`config.mk`:
```
export PLATFORM = sky130hd
export DESIGN_NAME = gemv_serial_collector
export DESIGN_NICKNAME = d
export VERILOG_FILES = /design/src/rtl/gemv_serial_collector.sv
export SDC_FILE = /design/constraint.sdc
export NUM_CORES = 2
export LEC_CHECK = 0
export ABC_AREA = 1
export CAP_MARGIN = 10
export CORE_MARGIN = 2
export CORE_UTILIZATION = 35
export DETAILED_ROUTE_END_ITERATION = 10
export DONT_BUFFER_PORTS = 1
export GPL_ROUTABILITY_DRIVEN = 0
export PLACE_DENSITY = 0.48
export SYNTH_ARGS = -nofsm -noshare
export SYNTH_HDL_FRONTEND = slang
export SYNTH_SLANG_ARGS = --single-unit
```
`constraint.sdc`:
```
create_clock -name clk -period 5.95 [get_ports clk]
set_input_delay 1.19 -clock clk [delete_from_list [all_inputs] [get_ports clk]]
set_output_delay 1.19 -clock clk [all_outputs]
set_load 0.02 [all_outputs]
```
`src/rtl/gemv_serial_collector.sv`:
```
// rtl/gemv_serial_collector.sv - Per-row bit-serial word assembly with round-robin output arbitration
// Each row shifts in LSB-first bits, parks completed words in a holding register, and one output register drains them.
module gemv_serial_collector #(
  parameter int BLK_ROW_CNT = 32,
  parameter int WORD_WIDTH = 16,
  localparam int ROW_ID_WIDTH = (BLK_ROW_CNT > 1) ? $clog2(BLK_ROW_CNT) : 1
) (
  input  logic                    clk,
  input  logic                    reset,
  input  logic                    serialIn      [BLK_ROW_CNT-1:0],
  input  logic                    serialInValid [BLK_ROW_CNT-1:0],
  output logic [WORD_WIDTH-1:0]   outData,
  output logic [ROW_ID_WIDTH-1:0] outRowId,
  output logic                    outValid,
  input  logic                    outReady,
  output logic                    overflow
);

  localparam int CNT_WIDTH = $clog2(WORD_WIDTH);
  localparam logic [CNT_WIDTH-1:0] LAST_BIT = CNT_WIDTH'(WORD_WIDTH - 1);

  logic [CNT_WIDTH-1:0]    bitCount [BLK_ROW_CNT-1:0];
  logic [WORD_WIDTH-1:0]   shiftReg [BLK_ROW_CNT-1:0];
  logic [WORD_WIDTH-1:0]   holdReg  [BLK_ROW_CNT-1:0];
  logic [BLK_ROW_CNT-1:0]  holdFull;
  logic [ROW_ID_WIDTH-1:0] lastGrantedRow;

  logic [ROW_ID_WIDTH-1:0] grantIdx;
  logic [ROW_ID_WIDTH-1:0] candIdx;
  logic                    grantFound;
  logic                    loadOut;
  logic [BLK_ROW_CNT-1:0]  clearHold;

  // Round-robin search starting just after the last granted row.
  always_comb begin
    grantIdx   = '0;
    candIdx    = '0;
    grantFound = 1'b0;
    for (int i = 1; i <= BLK_ROW_CNT; i++) begin
      candIdx = ROW_ID_WIDTH'((int'(lastGrantedRow) + i) % BLK_ROW_CNT);
      if (!grantFound && holdFull[candIdx]) begin
        grantFound = 1'b1;
        grantIdx   = candIdx;
      end
    end
  end

  assign loadOut = grantFound && (!outValid || outReady);

  always_comb begin
    clearHold = '0;
    if (loadOut) begin
      clearHold[grantIdx] = 1'b1;
    end
  end

  always_ff @(posedge clk) begin
    if (reset) begin
      for (int r = 0; r < BLK_ROW_CNT; r++) begin
        bitCount[r] <= '0;
        shiftReg[r] <= '0;
        holdReg[r]  <= '0;
      end
      holdFull       <= '0;
      outValid       <= 1'b0;
      outData        <= '0;
      outRowId       <= '0;
      overflow       <= 1'b0;
      lastGrantedRow <= ROW_ID_WIDTH'(BLK_ROW_CNT - 1);
    end else begin
      if (loadOut) begin
        outData        <= holdReg[grantIdx];
        outRowId       <= grantIdx;
        outValid       <= 1'b1;
        lastGrantedRow <= grantIdx;
      end else if (outReady) begin
        outValid <= 1'b0;
      end

      for (int r = 0; r < BLK_ROW_CNT; r++) begin
        if (clearHold[r]) begin
          holdFull[r] <= 1'b0;
        end
        if (serialInValid[r]) begin
          if (bitCount[r] == LAST_BIT) begin
            bitCount[r] <= '0;
            // A slot being drained this edge is free for the incoming word.
            if (!holdFull[r] || clearHold[r]) begin
              holdReg[r]  <= {serialIn[r], shiftReg[r][WORD_WIDTH-2:0]};
              holdFull[r] <= 1'b1;
            end else begin
              overflow <= 1'b1;
            end
          end else begin
            shiftReg[r][bitCount[r]] <= serialIn[r];
            bitCount[r]              <= bitCount[r] + 1'b1;
          end
        end
      end
    end
  end

endmodule

```
==> metrics.cfg <==
[status]
status = completed

[clocking]
cts-root-buf = clkbuf_16
cts_hold_buf = 0
numCtsBuffers = 139
clk_pin_slew_ns = 0.06
cts_tree = done
htreeDepth = 4
cts.sinks = 1180
clockBufferDepth = 3
insertion_delay_ns = 0.79

[global_route]
grt_usage_pct = 20.1
grt_pass1_vias = 42600
grt_pass1_wl_mm = 266
grt-ovfl-total = 0
grt_max_degree = 308
antenna_found_initial = 2

[synthesis]
ys_ff_latch = 1180
synth_edf_count = 1120
netlist_area_sq_mm = 0.0597
yosysMostFrequentCell = nand2_1
yosys-top-cells-count = 1513 x nand2_1, 1120 x edfxtp_1, 921 x nor2_1
async_reset_ff_share_pct = 0
syn_nets = 6740
synth_top_area_cell = edfxtp_1
synthCells = 6532
avgSynthCellArea_sq_um = 9.13
yosys_warnings = 0
seq_area_frac_synth_pct = 58.4
synth_flop_cell = edfxtp_1
yosys-top-cells-area = edfxtp_1 56%, nand2_1 9.5%, nor2_1 5.8%
yosys.area.top_type_share_pct = 56.4
synth_cell_types = 48

[setup_path]
critPathRequiredTime_ns = 6.61
crit_type = reg2reg
crit_top_cell = nand2_1
crit_path_start_kind = flop
cp-end-kind = flop
cpPeakStageDelay_ns = 0.36
worst_path_max_delay_cell = dfxtp_2
crit_fanout = 21
crit_arrival_ns = 6.41

[sta]
fmax_ghz = 0.174
fin_crit_ns = 5.75
worst_pin_slew_ns = 1.17
relSlewSlack_pct = 21.7
setup_viol = 0
finalMaxSlewViolations = 0
period_share_pct = 96.6
hold_viol_final = 0
fin_skew_ns = 0.0551
rsz0062_at_grt = true

[layout]
drive_above_1_share_pct = 10.2
area_growth_pct = 15.4
postLayoutCoreUtil_pct = 40.7
nNetsFinal = 6881

[route]
via_count = 44500
route.detailed.drc = 0
drt-total-wl_mm = 179
ant_nets = 0
drtPass1Iterations = 6
wire_per_inst_um = 19.9
first_iter_violations = 4176
vias_per_cell = 4.95

[floorplanning]
placementRows = 151
initial_core_util_pct = 35.2
core_area_sq_mm = 0.169
die_h_um = 417
ios = 90
fp.dieW_um = 417
die_area_sq_mm = 0.174

[hold_path]
hp-class = reg2reg

[place]
hpwlAfterDp_mm = 133
io_buffers = 0

[run]
drv_cap = 0

## worst max-delay path, delay by kind of cell (launching register included)
| family | cells | cell delay [ns] |
|---|---|---|
| AND/OR/NAND/NOR | 28 | 3.72 |
| buffers and inverters | 6 | 0.70 |
| AO/OA/AOI/OAI | 2 | 0.57 |
| flip-flops | 1 | 0.36 |
| adder cells (fa/ha/maj) | 1 | 0.26 |
## cell type report
cell class,instances,area (sq um)
inverters,932,3520
clock inverters,77,820
multi-input cells,4136,20200
diodes,1,2.50
flip-flops and latches,1180,34800
fillers,16900,100000
repair buffers,284,3020
well taps,2218,2780
clock buffers,176,3660
## layout by cell type (no fill, tap or decap), types with 6 or more instances in the layout
master	n
a21oi_1	106
buf_12	63
buf_4	210
bufinv_16	7
clkbuf_1	33
clkbuf_16	143
clkinv_1	38
clkinv_16	8
clkinv_2	15
dfxtp_1	56
edfxtp_1	1120
ha_1	133
inv_1	911
inv_2	11
nand2_1	1497
nand2_2	51
nand3_1	358
nand3_2	45
nand4_1	161
nand4_4	7
nor2_1	909
nor2_2	21
nor2_4	21
nor3_1	224
nor3b_1	14
o211ai_1	20
o21a_1	6
o21ai_0	421
o21ai_1	8
o31ai_1	42
or2_2	15
xor2_1	25
## path summary, 6_finish.rpt
path	depth (start not counted)	slack, ns	endpoint	startpoint
worst max-delay path	37	0.20	outData[14]	lastGrantedRow[0]
worst min-delay path	2	0.50	holdReg[23][9]	shiftReg[1][121]
worst max register to register	37	0.20	outData[14]	lastGrantedRow[0]
worst min register to register	2	0.50	holdReg[23][9]	shiftReg[1][121]
## stage by stage
stage	setup slack, ns	cell area, sq um	setup TNS, ns	hold slack (ns)	std cells
global route	-0.0801	68800	-2.50	0.517	9003
detailed placement	-0.426	63600	-2.10	0.516	8726
CTS	0.000668	68100	0	0.462	8980
floorplan	0.0971	59700	0	0.487	6532
finish	0.202	68800	0	0.503	9004
global placement	-0.343	63600	-1.38	0.513	8726
## metal layers
| layer | vias to the layer above | GRT usage, % | part of all wire, % |
|---|---|---|---|
| met4 | 2 | 5.85 | 2.9 |
| met5 | - | 0 | 0.0073 |
| met2 | 1205 | 32.6 | 47 |
| met3 | 262 | 2.94 | 5.2 |
| met1 | 21300 | 27.9 | 45 |
| li1 | 21800 | - | - |
## cells by family (layout without fill, tap and decap cells)
| kind of cell | count (synthesis) | in the layout | share of synthesized area [%] |
|---|---|---|---|
| AOI/OAI and AO/OA | 623 | 623 | 5.55 |
| xor gates and xnor gates | 34 | 34 | 0.537 |
| adders and majority gates | 141 | 141 | 2.96 |
| buffers and inverters | 1216 | 1469 | 8.57 |
| DFF | 1180 | 1180 | 58.4 |
| other | 0 | 1 | 0 |
| and+or+nand+nor | 3338 | 3338 | 24.0 |
## state kept, by name, summed over array words and instances (netlist names)
signal	flops
bitCount	128
outValid	1
outData	16
lastGrantedRow	5
shiftReg	480
holdFull	32
holdReg	512
overflow	1
outRowId	5
## repair_timing
| item | in CTS | in global routing |
|---|---|---|
| setup endpoints to repair | 14 | 798 |
| pin swaps | 2 | 29 |
| gates resized for setup | 15 | 113 |
| setup buffers | 1 | 19 |
| cloned | 0 | 4 |
Power is left out: the tool's default activity adds up to more than one toggle a clock period on the data nets, which glitch-free logic cannot reach.
